==> config.mk <==
export PLATFORM = sky130hd
export DESIGN_NAME = texture_arbiter
export DESIGN_NICKNAME = d
export VERILOG_FILES = /design/src/rtl/texture_arb_pkg.sv /design/src/rtl/write_strobe_seq.sv /design/src/rtl/texture_arbiter.sv
export SDC_FILE = /design/constraint.sdc
export NUM_CORES = 1
export LEC_CHECK = 0
export BUFFER_PORTS_ARGS = -buffer_cell sky130_fd_sc_hd__buf_2
export CAP_MARGIN = 15
export CELL_PAD_IN_SITES_DETAIL_PLACEMENT = 2
export CELL_PAD_IN_SITES_GLOBAL_PLACEMENT = 2
export CORE_MARGIN = 5
export CORE_UTILIZATION = 28
export DETAILED_ROUTE_END_ITERATION = 8
export GPL_TIMING_DRIVEN = 0
export PLACE_DENSITY_LB_ADDON = 0.1
export SETUP_SLACK_MARGIN = 0.1
export SYNTH_ARGS = -nofsm -noshare
export SYNTH_HDL_FRONTEND = slang
export SYNTH_HIERARCHICAL = 1
export SYNTH_SLANG_ARGS = --single-unit
==> constraint.sdc <==
create_clock -name clk -period 2.26 [get_ports clk]
set_clock_uncertainty 0.15 [all_clocks]
set_input_delay 0.565 -clock clk [delete_from_list [all_inputs] [get_ports clk]]
set_output_delay 0.565 -clock clk [all_outputs]
set_load 0.01 [all_outputs]
==> src/rtl/texture_arb_pkg.sv <==
// Shared types and constants for the texture BRAM arbiter.
package texture_arb_pkg;

  // Host write sequencer states
  typedef enum logic [2:0] {
    W_IDLE,
    W_SETUP,
    W_STROBE,
    W_HOLD,
    W_DONE
  } wstate_t;

  // Default geometry of the texture store
  localparam int DEF_ADDR_W        = 13;
  localparam int DEF_BANKS         = 8;
  localparam int DEF_WDATA_W       = 8;
  localparam int DEF_RDATA_W       = 4;
  localparam int DEF_RD_LAT        = 2;
  localparam int DEF_STROBE_CYCLES = 2;
  localparam int DEF_HOLD_CYCLES   = 2;

  // Address bits that pick the BRAM tile
  localparam int BANK_LSB = 10;
  localparam int BANK_MSB = 12;
  localparam int BANK_W   = BANK_MSB - BANK_LSB + 1;

  // Width of the setup/strobe/hold cycle counter
  localparam int CNT_W = 8;

endpackage

==> src/rtl/write_strobe_seq.sv <==
// Host write sequencer: latches one write, then drives setup, a one-hot
// per-bank strobe, hold and a completion pulse, all from registers.
module write_strobe_seq
  import texture_arb_pkg::*;
#(
  parameter int ADDR_W        = DEF_ADDR_W,
  parameter int BANKS         = DEF_BANKS,
  parameter int WDATA_W       = DEF_WDATA_W,
  parameter int STROBE_CYCLES = DEF_STROBE_CYCLES,
  parameter int HOLD_CYCLES   = DEF_HOLD_CYCLES,
  parameter int WR_BLANK_ONLY = 1
) (
  input  logic               clk,
  input  logic               reset_n,
  input  logic               vid_active,
  input  logic               hw_valid,
  output logic               hw_ready,
  input  logic [ADDR_W-1:0]  hw_addr,
  input  logic [WDATA_W-1:0] hw_data,
  output logic               hw_done,
  output logic [ADDR_W-1:0]  mem_waddr,
  output logic [WDATA_W-1:0] mem_wdata,
  output logic [BANKS-1:0]   mem_wstrobe,
  output logic               busy
);

  wstate_t            state_reg;
  logic [CNT_W-1:0]   cnt_reg;
  logic [ADDR_W-1:0]  waddr_reg;
  logic [WDATA_W-1:0] wdata_reg;
  logic [BANKS-1:0]   wstrobe_reg;
  logic               done_reg;
  logic [BANKS-1:0]   bank_hot;
  logic               blank_gate;

  // One-hot tile select from the latched address
  genvar gi;
  generate
    for (gi = 0; gi < BANKS; gi++) begin : g_bank_dec
      assign bank_hot[gi] = (waddr_reg[BANK_MSB:BANK_LSB] == BANK_W'(gi));
    end
  endgenerate

  assign blank_gate = (WR_BLANK_ONLY != 0) && vid_active;
  assign hw_ready   = (state_reg == W_IDLE) && !blank_gate;

  // Write FSM with registered strobe, done pulse and latched address/data
  always_ff @(posedge clk or negedge reset_n) begin
    if (!reset_n) begin
      state_reg   <= W_IDLE;
      cnt_reg     <= '0;
      waddr_reg   <= '0;
      wdata_reg   <= '0;
      wstrobe_reg <= '0;
      done_reg    <= 1'b0;
    end else begin
      case (state_reg)
        W_IDLE: begin
          if (hw_valid && !blank_gate) begin
            waddr_reg <= hw_addr;
            wdata_reg <= hw_data;
            state_reg <= W_SETUP;
          end
        end
        W_SETUP: begin
          state_reg   <= W_STROBE;
          cnt_reg     <= CNT_W'(STROBE_CYCLES - 1);
          wstrobe_reg <= bank_hot;
        end
        W_STROBE: begin
          if (cnt_reg == '0) begin
            state_reg   <= W_HOLD;
            cnt_reg     <= CNT_W'(HOLD_CYCLES - 1);
            wstrobe_reg <= '0;
          end else begin
            cnt_reg <= cnt_reg - CNT_W'(1);
          end
        end
        W_HOLD: begin
          if (cnt_reg == '0) begin
            state_reg <= W_DONE;
            done_reg  <= 1'b1;
          end else begin
            cnt_reg <= cnt_reg - CNT_W'(1);
          end
        end
        W_DONE: begin
          state_reg <= W_IDLE;
          done_reg  <= 1'b0;
        end
        default: begin
          state_reg   <= W_IDLE;
          wstrobe_reg <= '0;
          done_reg    <= 1'b0;
        end
      endcase
    end
  end

  assign mem_waddr   = waddr_reg;
  assign mem_wdata   = wdata_reg;
  assign mem_wstrobe = wstrobe_reg;
  assign hw_done     = done_reg;
  assign busy        = (state_reg != W_IDLE);

endmodule

==> src/rtl/texture_arbiter.sv <==
// Texture BRAM arbiter: video owns the read port while active, host reads
// fill blanking, host writes go through the strobe sequencer.
module texture_arbiter
  import texture_arb_pkg::*;
#(
  parameter int ADDR_W        = DEF_ADDR_W,
  parameter int BANKS         = DEF_BANKS,
  parameter int WDATA_W       = DEF_WDATA_W,
  parameter int RDATA_W       = DEF_RDATA_W,
  parameter int RD_LAT        = DEF_RD_LAT,
  parameter int STROBE_CYCLES = DEF_STROBE_CYCLES,
  parameter int HOLD_CYCLES   = DEF_HOLD_CYCLES,
  parameter int WR_BLANK_ONLY = 1
) (
  input  logic               clk,
  input  logic               reset_n,
  input  logic               vid_active,
  input  logic [ADDR_W-1:0]  vid_raddr,
  output logic [RDATA_W-1:0] vid_rdata,
  input  logic               hr_valid,
  output logic               hr_ready,
  input  logic [ADDR_W-1:0]  hr_addr,
  output logic               hr_rvalid,
  output logic [RDATA_W-1:0] hr_rdata,
  input  logic               hw_valid,
  output logic               hw_ready,
  input  logic [ADDR_W-1:0]  hw_addr,
  input  logic [WDATA_W-1:0] hw_data,
  output logic               hw_done,
  output logic [ADDR_W-1:0]  mem_raddr,
  input  logic [RDATA_W-1:0] mem_rdata,
  output logic [ADDR_W-1:0]  mem_waddr,
  output logic [WDATA_W-1:0] mem_wdata,
  output logic [BANKS-1:0]   mem_wstrobe,
  output logic               busy
);

  logic [RD_LAT-1:0] rd_pipe_reg;
  logic              hr_accept;
  logic              wr_busy;

  assign mem_raddr = vid_active ? vid_raddr : hr_addr;
  assign vid_rdata = mem_rdata;
  assign hr_ready  = !vid_active;
  assign hr_accept = hr_valid && !vid_active;

  // Track accepted host reads through the memory latency; never cancelled
  always_ff @(posedge clk or negedge reset_n) begin
    if (!reset_n) begin
      rd_pipe_reg <= '0;
    end else begin
      rd_pipe_reg[0] <= hr_accept;
      for (int i = 1; i < RD_LAT; i++) begin
        rd_pipe_reg[i] <= rd_pipe_reg[i-1];
      end
    end
  end

  assign hr_rvalid = rd_pipe_reg[RD_LAT-1];
  assign hr_rdata  = hr_rvalid ? mem_rdata : '0;
  assign busy      = wr_busy || (|rd_pipe_reg);

  write_strobe_seq #(
    .ADDR_W        (ADDR_W),
    .BANKS         (BANKS),
    .WDATA_W       (WDATA_W),
    .STROBE_CYCLES (STROBE_CYCLES),
    .HOLD_CYCLES   (HOLD_CYCLES),
    .WR_BLANK_ONLY (WR_BLANK_ONLY)
  ) u_wseq (
    .clk         (clk),
    .reset_n     (reset_n),
    .vid_active  (vid_active),
    .hw_valid    (hw_valid),
    .hw_ready    (hw_ready),
    .hw_addr     (hw_addr),
    .hw_data     (hw_data),
    .hw_done     (hw_done),
    .mem_waddr   (mem_waddr),
    .mem_wdata   (mem_wdata),
    .mem_wstrobe (mem_wstrobe),
    .busy        (wr_busy)
  );

endmodule
==> flow_summary.toml, run 1 <==
[status]
run_status = "complete, but fails checks"
violations = "setup timing"

[critical_path]
critical_path.slowest_cell = "sky130_fd_sc_hd__dfrtp_1"
worst_ep_arrival_time_ns = 1.60
worstPathCellList = "buf_6 > or3_4 > or3_1 > buf_2"
worst_setup_path_start_kind = "flip-flop"
rrSetupSlack_ns = 0.23
worstPathRequired_ns = 1.54
setup.worst_path.class = "flip-flop to output port"
max_stage_delay_ns = 0.38
critical_path.reg2reg.startpoint = "u_wseq/cnt_reg[0]$_DFFE_PN0P_"
timing.reg2reg.worst_path_depth = 7
cp-end-kind = "output port"
capture_point_of_the_worst_reg_to_reg_path = "u_wseq/cnt_reg[6]$_DFFE_PN0P_"
worst-path-max-fanout = 3

[yosys]
synth-main-ff-cell = "sky130_fd_sc_hd__dfrtp_1"
area_fraction_of_the_dominant_cell_type_after_synthesis_pct = 48.0
postSynthRegisterBits = 43
netlist_area_sq_um = 2240
synth-async-reset-ratio_pct = 100
library_cell_occupying_the_most_area_in_the_post_synthesis_netlist = "sky130_fd_sc_hd__dfrtp_1"
netlist-cell-type-count = 45
cell_count_after_synthesis = 177
yosys_warnings = 6
syn_avg_cell_area_sq_um = 12.7
synth.area.top_cells = "sky130_fd_sc_hd__dfrtp_1, sky130_fd_sc_hd__mux2_4, sky130_fd_sc_hd__mux2_2"
synth_enable_flop_cells = 0
synthesis.nets = 235
yosysSeqAreaShare_pct = 48.0

[detailed_routing]
post_drt_via_cell_ratio = 4.59
remaining_drc_errors = 0
drt_first_iter_violations = 50
detail_route.first_pass.iterations = 3
via_count = 1856
wire_per_inst_um = 17.3
ant_nets = 0
drt-total-wl_mm = 6.98

[pwr]
static-leakage-power_nw = 1.65
power_density_nw_per_um2 = 1160
max-vdd-ir-drop_v = 0.000418

[worst_hold_path]
holdPathStages = 0
worst_hold_path_type = "flip-flop to flip-flop"
worst_hold_startpoint = "rd_pipe_reg[0]$_DFF_PN0_"
hold-path-endpoint = "rd_pipe_reg[1]$_DFF_PN0_"

[cts]
cts.hold.buffers_added = 0
clock_tree.buffer_depth = 2
insertion_delay_ns = 0.29
tritoncts = "yes"
cts_num_sinks = 43
clock_tree.root_cell = "sky130_fd_sc_hd__clkbuf_8"
depth_of_the_cts_h_tree = 2
cts.reportedPaths.clkPinSlew_ns = 0.08
cts_buffer_count = 5

[finish]
antenna_cells = 0
regArea_sq_um = 1080
max_ffs_per_register = 13
commonest_non_fill_non_tap_cell_in_the_layout = "sky130_fd_sc_hd__buf_2"
multiInputGateArea_sq_um = 1030
final_cells = 404
area_delta_synth_final_pct = 38.2
layout_common_cells = "sky130_fd_sc_hd__buf_2, sky130_fd_sc_hd__dfrtp_1, sky130_fd_sc_hd__mux2_4"
final_net_count = 359
nFillCells = 853
layout-drive-gt1-share_pct = 59.3

[floorplan]
core_area_sq_um = 7770
initial_core_util_pct = 28.8
rows = 32
die_area_sq_um = 9890
number_of_top_level_pins = 111
die_w_um = 99.4
die_span_in_y_um = 99.4

[timing]
min_period_ns = 2.31
grt_setup_unrepaired = "true"
hold_viol = 0
setup_viol_count_final = 1
worst_pin_slew_ns = 0.952
maxClockFrequency_mhz = 433
timing.final.ws_setup_ns = -0.0520
period_share_pct = 102
drv_slew = 0
fin_setup_tns_ns = -0.0520
worst_slew_margin_rel_pct = 36.5

[grt]
groute.usage.overall_pct = 13.9
grt_overflow_total = 0
grt_antenna_before_repair = 0
grt_max_degree = 44
vias_in_the_first_global_route = 1998
wire_length_of_the_first_global_routing_pass_mm = 10.9

[placed_design]
buffer_ports.inserted = 110
detailed_placement_wirelength_estimate_mm = 5.52
pre_cts_slack_ns = -0.0123
place.gp.congestion = 0.755
dp.cells = 389

[run]
max-cap-violations = 0
layer usage:
metal | up-vias | wire [um] | track usage, %
li1 | 881 | - | -
met1 | 924 | 2990 | 17.3
met2 | 46 | 3600 | 24.5
met3 | 5 | 340 | 3.23
met4 | 0 | 57 | 3.15
met5 | - | 0 | 0
Yosys cell counts (2+ instances only):
cell type                  number
sky130_fd_sc_hd__nand4_1        2
sky130_fd_sc_hd__nor2_1         7
sky130_fd_sc_hd__mux2_4        28
sky130_fd_sc_hd__a21oi_1        6
sky130_fd_sc_hd__nor2b_1        2
sky130_fd_sc_hd__buf_4          4
sky130_fd_sc_hd__o31ai_1        3
sky130_fd_sc_hd__nor3_1         2
sky130_fd_sc_hd__buf_6          4
sky130_fd_sc_hd__a31oi_1        3
sky130_fd_sc_hd__dfrtp_1       43
sky130_fd_sc_hd__ha_1           2
sky130_fd_sc_hd__o41ai_1        2
sky130_fd_sc_hd__nand2_1        6
sky130_fd_sc_hd__and2_1         4
sky130_fd_sc_hd__a22o_1         7
sky130_fd_sc_hd__a32o_1         2
sky130_fd_sc_hd__clkbuf_1       5
sky130_fd_sc_hd__nand3_1        4
sky130_fd_sc_hd__mux2_2         6
sky130_fd_sc_hd__inv_1          8
sky130_fd_sc_hd__o21ai_0        4
logic make-up after synthesis:
kind of cell    Yosys count  synth area share [%]
compound gates           34                  11.0
fa+ha+maj                 2                  1.12
buf+inv                  23                  6.65
flops                    43                  48.0
mux                      35                  22.2
simple gates             40                  11.0
power by group:
| part | total [W] | internal [W] | leakage (nW) | switching (W) |
|---|---|---|---|---|
| registers | 0.00135 | 0.00111 | 0.539 | 0.000247 |
| logic | 0.00176 | 0.000917 | 1.07 | 0.000839 |
| clock network | 0.000474 | 0.000216 | 0.0412 | 0.000258 |
| total | 0.00358 | 0.00224 | 1.65 | 0.00134 |
cell type report:
class | instances | area share (%)
Clock buffer | 6 | 2.35
Clock inverter | 2 | 0.404
Sequential cell | 43 | 34.8
Buffer | 14 | 4.00
Timing Repair Buffer | 118 | 20.2
Multi-Input combinational cell | 111 | 33.2
Tap cell | 102 | 4.12
Inverter | 8 | 0.970
stage by stage:
step / hold slack (ns) / instance area, sq um / total power (W) / util (%)
2_1_floorplan: 0.119 / 2240 / 0.00241 / -
3_3_place_gp: 0.200 / 2920 / 0.00300 / 37.6
3_5_place_dp: 0.213 / 2920 / 0.00305 / 37.6
4_1_cts: 0.233 / 3050 / 0.00359 / 39.2
5_1_grt: 0.239 / 3090 / 0.00388 / 39.8
6_report: 0.227 / 3090 / 0.00358 / 39.8
repair_timing:
action                                  4_1_cts  5_1_grt
gates resized for setup                       4        4
gates cloned                                  0        0
setup buffers                                 3        5
endpoints found under the setup margin       19       14
pin swaps                                     0        1
worst max path at each step:
stage / startpoint / to / slack (ns) / depth (start not counted)
2_1_floorplan: u_wseq/state_reg[0]$_DFFE_PN0P_ / u_wseq/mem_waddr[0]$_DFFE_PN0P_ / 0.30 / 5
3_3_place_gp: u_wseq/cnt_reg[1]$_DFFE_PN0P_ / u_wseq/cnt_reg[2]$_DFFE_PN0P_ / 0.005 / 7
3_5_place_dp: u_wseq/cnt_reg[1]$_DFFE_PN0P_ / u_wseq/cnt_reg[2]$_DFFE_PN0P_ / -0.01 / 7
4_1_cts: u_wseq/state_reg[0]$_DFFE_PN0P_ / busy / -0.10 / 4
5_1_grt: u_wseq/state_reg[1]$_DFFE_PN0P_ / busy / -0.11 / 4
6_report: u_wseq/state_reg[0]$_DFFE_PN0P_ / busy / -0.05 / 4
worst max-delay path: cells and delay by family, from the launching register on:
kind | cells | cell delay [ns]
and+or+nand+nor | 2 | 0.67
DFF | 1 | 0.38
buffers and inverters | 2 | 0.27
No activity file was read; power rests on OpenSTA's default activity.
==> inputs of run 2 (changes only) <==
- CELL_PAD_IN_SITES_DETAIL_PLACEMENT: 2 -> 0
- CELL_PAD_IN_SITES_GLOBAL_PLACEMENT: 2 -> 1
- CORE_UTILIZATION: 28 -> 35
==> run 2 against run 1 <==
The run still ends with setup timing left. Design area fell by 2.0%. Global-route usage up 0.38 points. Non-clock buffer count down 5. Clock-buffer cell count down 1. Die area shrank 18%. Largest power group unchanged. Combinational power decreased by 6%. Flip-flop and latch count stayed put. Fmax fell by 1.4%.
==> flow_summary.toml, run 2 (same netlist as run 1, synthesis figures left out) <==
[floorplan]
core_area_sq_um = 6280
rows = 29
number_of_top_level_pins = 111
die_span_in_y_um = 90.0
die_area_sq_um = 8100
initial_core_util_pct = 35.7
die_w_um = 90.0

[grt]
groute.usage.overall_pct = 14.3
grt_util_met2_pct = 22.7
wire_length_of_the_first_global_routing_pass_mm = 9.49
grt_antenna_before_repair = 0
grt_overflow_total = 0
grt_max_degree = 44
vias_in_the_first_global_route = 1919
global_route_met3_utilization_pct = 6.51
globalRouteMet1Util_pct = 17.4
global_route.peak_usage_layer = "met2"

[finish]
commonest_non_fill_non_tap_cell_in_the_layout = "sky130_fd_sc_hd__buf_2"
final_net_count = 354
layout_common_cells = "sky130_fd_sc_hd__buf_2, sky130_fd_sc_hd__dfrtp_1, sky130_fd_sc_hd__mux2_4"
final_area_sq_um = 3030
area_delta_synth_final_pct = 35.4
layout-drive-gt1-share_pct = 58.9
antenna_cells = 0
nFillCells = 610
max_ffs_per_register = 13

[critical_path]
setup.worst_path.class = "flip-flop to output port"
worst_setup_path_start_kind = "flip-flop"
worstPathRequired_ns = 1.54
worst-path-max-fanout = 3
critical_path.slowest_cell = "sky130_fd_sc_hd__or3_4"
worstPathCellList = "buf_6 > or3_4 > or3_1 > buf_2"
worst_ep_arrival_time_ns = 1.63
cp-end-kind = "output port"
max_stage_delay_ns = 0.39
rrSetupSlack_ns = 0.22

[pwr]
power_density_nw_per_um2 = 1200
switching_power_w = 0.00132
share_comb_of_total_power_pct = 45.5
static-leakage-power_nw = 1.63
max-vdd-ir-drop_v = 0.000522
swShare_pct = 36.2
power.clock.fraction_pct = 17.0
sequentialPowerShare_pct = 37.5
p_int_w = 0.00231

[cts]
clock_tree.root_cell = "sky130_fd_sc_hd__clkbuf_8"
cts.reportedPaths.clkPinSlew_ns = 0.08
tritoncts = "yes"
clock_tree.buffer_depth = 2
cts_num_sinks = 43
cts.hold.buffers_added = 0
insertion_delay_ns = 0.29
cts_buffer_count = 5
depth_of_the_cts_h_tree = 2

[detailed_routing]
via_count = 1814
ant_nets = 0
drt-total-wl_mm = 5.60
post_drt_via_cell_ratio = 4.85
detail_route.first_pass.iterations = 4
wire_per_inst_um = 15.0
remaining_drc_errors = 0
drt_first_iter_violations = 34

[timing]
maxClockFrequency_mhz = 426
timing.final.ws_setup_ns = -0.0853
worst_slew_margin_rel_pct = 37.4
worst_pin_slew_ns = 0.939
grt_setup_unrepaired = "true"
period_share_pct = 104
min_period_ns = 2.35
drv_slew = 0
setup_viol_count_final = 1
fin_setup_tns_ns = -0.0853
hold_viol = 0

[placed_design]
detailed_placement_wirelength_estimate_mm = 4.23
dpl_cell_area_sq_um = 2890
place.gp.congestion = 0.803
buffer_ports.inserted = 110
pre_cts_slack_ns = 0.0609

[status]
violations = "setup timing"
run_status = "complete, but fails checks"

[worst_hold_path]
worst_hold_path_type = "flip-flop to flip-flop"

[run]
max-cap-violations = 0
[run 2: path summary, 6_finish.rpt]
| path | cells past startpoint | from | end |
|---|---|---|---|
| worst min-delay path | 0 | rd_pipe_reg[0]$_DFF_PN0_ | rd_pipe_reg[1]$_DFF_PN0_ |
| min in group asynchronous | 1 | reset_n | u_wseq/mem_wdata[3]$_DFFE_PN0P_ |
| worst min register to register | 0 | rd_pipe_reg[0]$_DFF_PN0_ | rd_pipe_reg[1]$_DFF_PN0_ |
| worst max register to register | 5 | u_wseq/state_reg[0]$_DFFE_PN0P_ | u_wseq/mem_waddr[1]$_DFFE_PN0P_ |
| max in group asynchronous | 1 | reset_n | u_wseq/cnt_reg[1]$_DFFE_PN0P_ |
| worst max-delay path | 4 | u_wseq/state_reg[0]$_DFFE_PN0P_ | busy |
[run 2: per-stage QoR]
step	total power (W)	std cells	util (%)	hold slack [ns]
finish	0.00363	374	48.3	0.230
floorplan	0.00241	177	-	0.119
detailed placement	0.00298	364	46.0	0.210
global placement	0.00298	364	46.0	0.204
CTS	0.00365	374	48.1	0.230
global route	0.00390	374	48.3	0.236
[run 2: layout make-up]
type / count / area, sq um / area share [%]
inverters: 8 / 30.0 / 0.990
plain buffers: 14 / 120 / 3.96
repair buffers: 113 / 573 / 18.9
well taps: 77 / 96.3 / 3.18
clock buffers: 5 / 68.8 / 2.27
multi-input cells: 111 / 1020 / 33.6
flip-flops and latches: 43 / 1080 / 35.5
clock inverters: 3 / 47.5 / 1.57
[run 2: power groups by stage]
stage	clock (W)	sequential, W	combinational (W)
after global routing	0.000675	0.00141	0.00182
after CTS	0.000644	0.00136	0.00165
after global placement	0	0.00137	0.00161
after floorplan	0	0.00145	0.000952
final	0.000618	0.00136	0.00165
after detailed placement	0	0.00136	0.00162
[run 2: worst max-delay path: cells and delay by family (launching register included)]
| family | cells | cell delay, ns |
|---|---|---|
| AND/OR/NAND/NOR | 2 | 0.70 |
| flip-flops | 1 | 0.38 |
| buffers and inverters | 2 | 0.26 |
[run 2: repair_timing]
| action | in CTS | in global routing |
|---|---|---|
| setup endpoints to repair | 10 | 13 |
| resized for setup | 2 | 5 |
| buffers inserted | 2 | 1 |
| gates cloned | 0 | 0 |
| pin swaps | 1 | 0 |
[run 2: layer usage]
| metal | part of all wire (%) | wire length, um | vias to the layer above |
|---|---|---|---|
| met4 | 1.2 | 68 | 0 |
| met2 | 45 | 2550 | 106 |
| li1 | - | - | 875 |
| met3 | 11 | 637 | 7 |
| met5 | 0 | 0 | - |
| met1 | 42 | 2350 | 826 |
==> inputs of run 3 (changes only) <==
- CORE_UTILIZATION: 35 -> 33
- SYNTH_HIERARCHICAL: 1 -> not set
==> run 3 against run 2 <==
The flow now finishes without violations. Non-clock buffer count down 6. Routed wire length down 6.8%. Critical path depth up 1. Register-to-register slack better by 0.08 ns. Cell count down 3.2%. Clock power down 2%. Critical path type unchanged. Largest power group is now registers.
==> flow_summary.toml, run 3 <==
[yosys]
synth_xor_xnor_area_share_pct = 0
dominant_combinational_cell_family_by_area_after_synthesis = "multiplexers"
synth.area.top_cells = "sky130_fd_sc_hd__dfrtp_1, sky130_fd_sc_hd__mux2_2, sky130_fd_sc_hd__a22o_1"
postSynthRegisterBits = 43
netlist-cell-type-count = 41
yosys_warnings = 0
area_fraction_of_the_dominant_cell_type_after_synthesis_pct = 51.9
synth_enable_flop_cells = 0
synth_most_common_cell = "sky130_fd_sc_hd__dfrtp_1"
synth_simple_gate_area_share_pct = 11.4
synthesis.nets = 226
syn_avg_cell_area_sq_um = 12.3
synth-async-reset-ratio_pct = 100
cell_count_after_synthesis = 168
netlist_area_sq_um = 2070
library_cell_occupying_the_most_area_in_the_post_synthesis_netlist = "sky130_fd_sc_hd__dfrtp_1"
synth_mux_area_share_pct = 18.5
synth-compound-area-share_pct = 12.4
netlist_top_cells_count = "sky130_fd_sc_hd__dfrtp_1, sky130_fd_sc_hd__mux2_2, sky130_fd_sc_hd__a21oi_1, sky130_fd_sc_hd__inv_1, sky130_fd_sc_hd__nor2_1"
synth-main-ff-cell = "sky130_fd_sc_hd__dfrtp_1"
yosysSeqAreaShare_pct = 51.9
yosys.area_share.adder_pct = 1.21

[critical_path]
worstPathRequired_ns = 1.54
critical_path.slowest_cell = "sky130_fd_sc_hd__dfrtp_1"
max_stage_delay_ns = 0.39
launching_instance_or_port_of_the_critical_path = "u_wseq.state_reg[0]$_DFFE_PN0P_"
setup.worst_path.class = "flip-flop to output port"
cp_top_family = "simple AND/OR/NAND/NOR gates"
worst_ep_arrival_time_ns = 1.41
worstPathCellList = "buf_6 > inv_4 > nand3_2 > or3_1 > buf_2"
critPathBufInv = 3
worst_setup_path_start_kind = "flip-flop"
cp-end-kind = "output port"
critical_path.reg2reg.startpoint = "u_wseq.cnt_reg[0]$_DFFE_PN0P_"
worst-path-max-fanout = 4

[cts]
insertion_delay_ns = 0.30
cts_num_sinks = 43
cts.reportedPaths.clkPinSlew_ns = 0.09
tritoncts = "yes"
depth_of_the_cts_h_tree = 2
clock_tree.buffer_depth = 2
cts_buffer_count = 5
clock_tree.root_cell = "sky130_fd_sc_hd__clkbuf_8"

[run]
max-cap-violations = 0

[grt]
wire_length_of_the_first_global_routing_pass_mm = 8.22
groute.usage.overall_pct = 13.4
vias_in_the_first_global_route = 1800
grt_max_degree = 44
global_route_met3_utilization_pct = 6.08
grt_overflow_total = 0
grt_antenna_before_repair = 0
grt_util_met2_pct = 21.7
global_route.peak_usage_layer = "met2"
globalRouteMet1Util_pct = 15.9

[finish]
max_ffs_per_register = 13
layout_common_cells = "sky130_fd_sc_hd__buf_2, sky130_fd_sc_hd__dfrtp_1, sky130_fd_sc_hd__mux2_2"
final_cells = 362
commonest_non_fill_non_tap_cell_in_the_layout = "sky130_fd_sc_hd__buf_2"
area_delta_synth_final_pct = 38.3
multiInputGateArea_sq_um = 906
layout-drive-gt1-share_pct = 61.0
nFillCells = 585
antenna_cells = 0
regArea_sq_um = 1080
final_area_sq_um = 2870
fraction_of_the_core_area_covered_by_cells_at_the_end_of_the_flow_pct = 47.6
final_net_count = 344

[placed_design]
dp.cells = 352
place.gp.congestion = 0.752
dpl_cell_area_sq_um = 2720
buffer_ports.inserted = 109
detailed_placement_wirelength_estimate_mm = 4.11

[timing]
worst_pin_slew_ns = 0.950
min_period_ns = 2.13
period_share_pct = 94.2
grt_setup_unrepaired = "true"
hold_viol = 0
drv_slew = 0
setup_viol_count_final = 0
maxClockFrequency_mhz = 470
worst_slew_margin_rel_pct = 36.7

[floorplan]
die_span_in_y_um = 89.3
rows = 28
number_of_top_level_pins = 111
core_area_sq_um = 6030
initial_core_util_pct = 34.4
die_w_um = 89.3
die_area_sq_um = 7970

[pwr]
max-vdd-ir-drop_v = 0.000406
static-leakage-power_nw = 1.47
power_density_nw_per_um2 = 1130

[worst_hold_path]
worst_hold_startpoint = "rd_pipe_reg[0]$_DFF_PN0_"
worst_hold_path_type = "flip-flop to flip-flop"

[detailed_routing]
drt-total-wl_mm = 5.22
wire_per_inst_um = 14.4
ant_nets = 0
remaining_drc_errors = 0
drt_first_iter_violations = 52
detail_route.first_pass.iterations = 4
post_drt_via_cell_ratio = 4.86
via_count = 1758

[status]
run_status = "finished, final reports clean"
==> run 3: report_power, final <==
| part | switching, W | total, W | internal [W] |
|---|---|---|---|
| clock network | 0.000276 | 0.000605 | 0.000329 |
| registers | 0.000235 | 0.00133 | 0.00109 |
| logic | 0.000654 | 0.00131 | 0.000651 |
| total | 0.00117 | 0.00324 | 0.00207 |
==> run 3: what timing repair did <==
action	in CTS	in global routing
cloned	0	0
pin swaps	0	0
gates resized for setup	8	1
hold buffers	0	0
endpoints found under the setup margin	9	1
buffers inserted	1	1
==> run 3: path summary, 6_finish.rpt <==
check / end / slack (ns) / depth (start not counted)
min reg2reg: rd_pipe_reg[1]$_DFF_PN0_ / 0.22 / 0
min: rd_pipe_reg[1]$_DFF_PN0_ / 0.22 / 0
max in group asynchronous: u_wseq.state_reg[2]$_DFFE_PN0P_ / 1.05 / 1
max reg2reg: u_wseq.cnt_reg[4]$_DFFE_PN0P_ / 0.30 / 6
max: busy / 0.13 / 5
min in group asynchronous: u_wseq.cnt_reg[5]$_DFFE_PN0P_ / 0.26 / 1
==> run 3: kinds of logic (layout without fill, tap and decap cells) <==
group / count (synthesis) / count (layout)
compound gates: 34 / 34
fa+ha+maj: 2 / 2
buf+inv: 19 / 138
flops: 43 / 43
mux: 34 / 34
simple gates: 36 / 36
==> run 3: layout make-up <==
cell class	instances	share of cell area (%)
clock buffer	5	2.40
timing repair buffer	111	19.6
buffer	10	2.79
sequential	43	37.6
inverter	9	1.27
multi-input combinational	106	31.6
tap	75	3.27
clock inverter	3	1.53
==> run 3: layer usage <==
metal | vias up | wire length [um] | share of wire, %
met2 | 75 | 2410 | 46
met4 | 0 | 66 | 1.3
li1 | 848 | - | -
met1 | 829 | 2190 | 42
met5 | - | 0 | 0
met3 | 6 | 561 | 11
==> run 3: through the flow <==
step	hold WS (ns)	setup slack [ns]	power, W	setup TNS [ns]
2_1_floorplan	0.119	0.114	0.00213	0
3_3_place_gp	0.208	-0.127	0.00263	-0.928
3_5_place_dp	0.215	-0.138	0.00264	-1.04
4_1_cts	0.226	0.109	0.00328	0
5_1_grt	0.254	0.0424	0.00348	0
6_report	0.225	0.130	0.00324	0
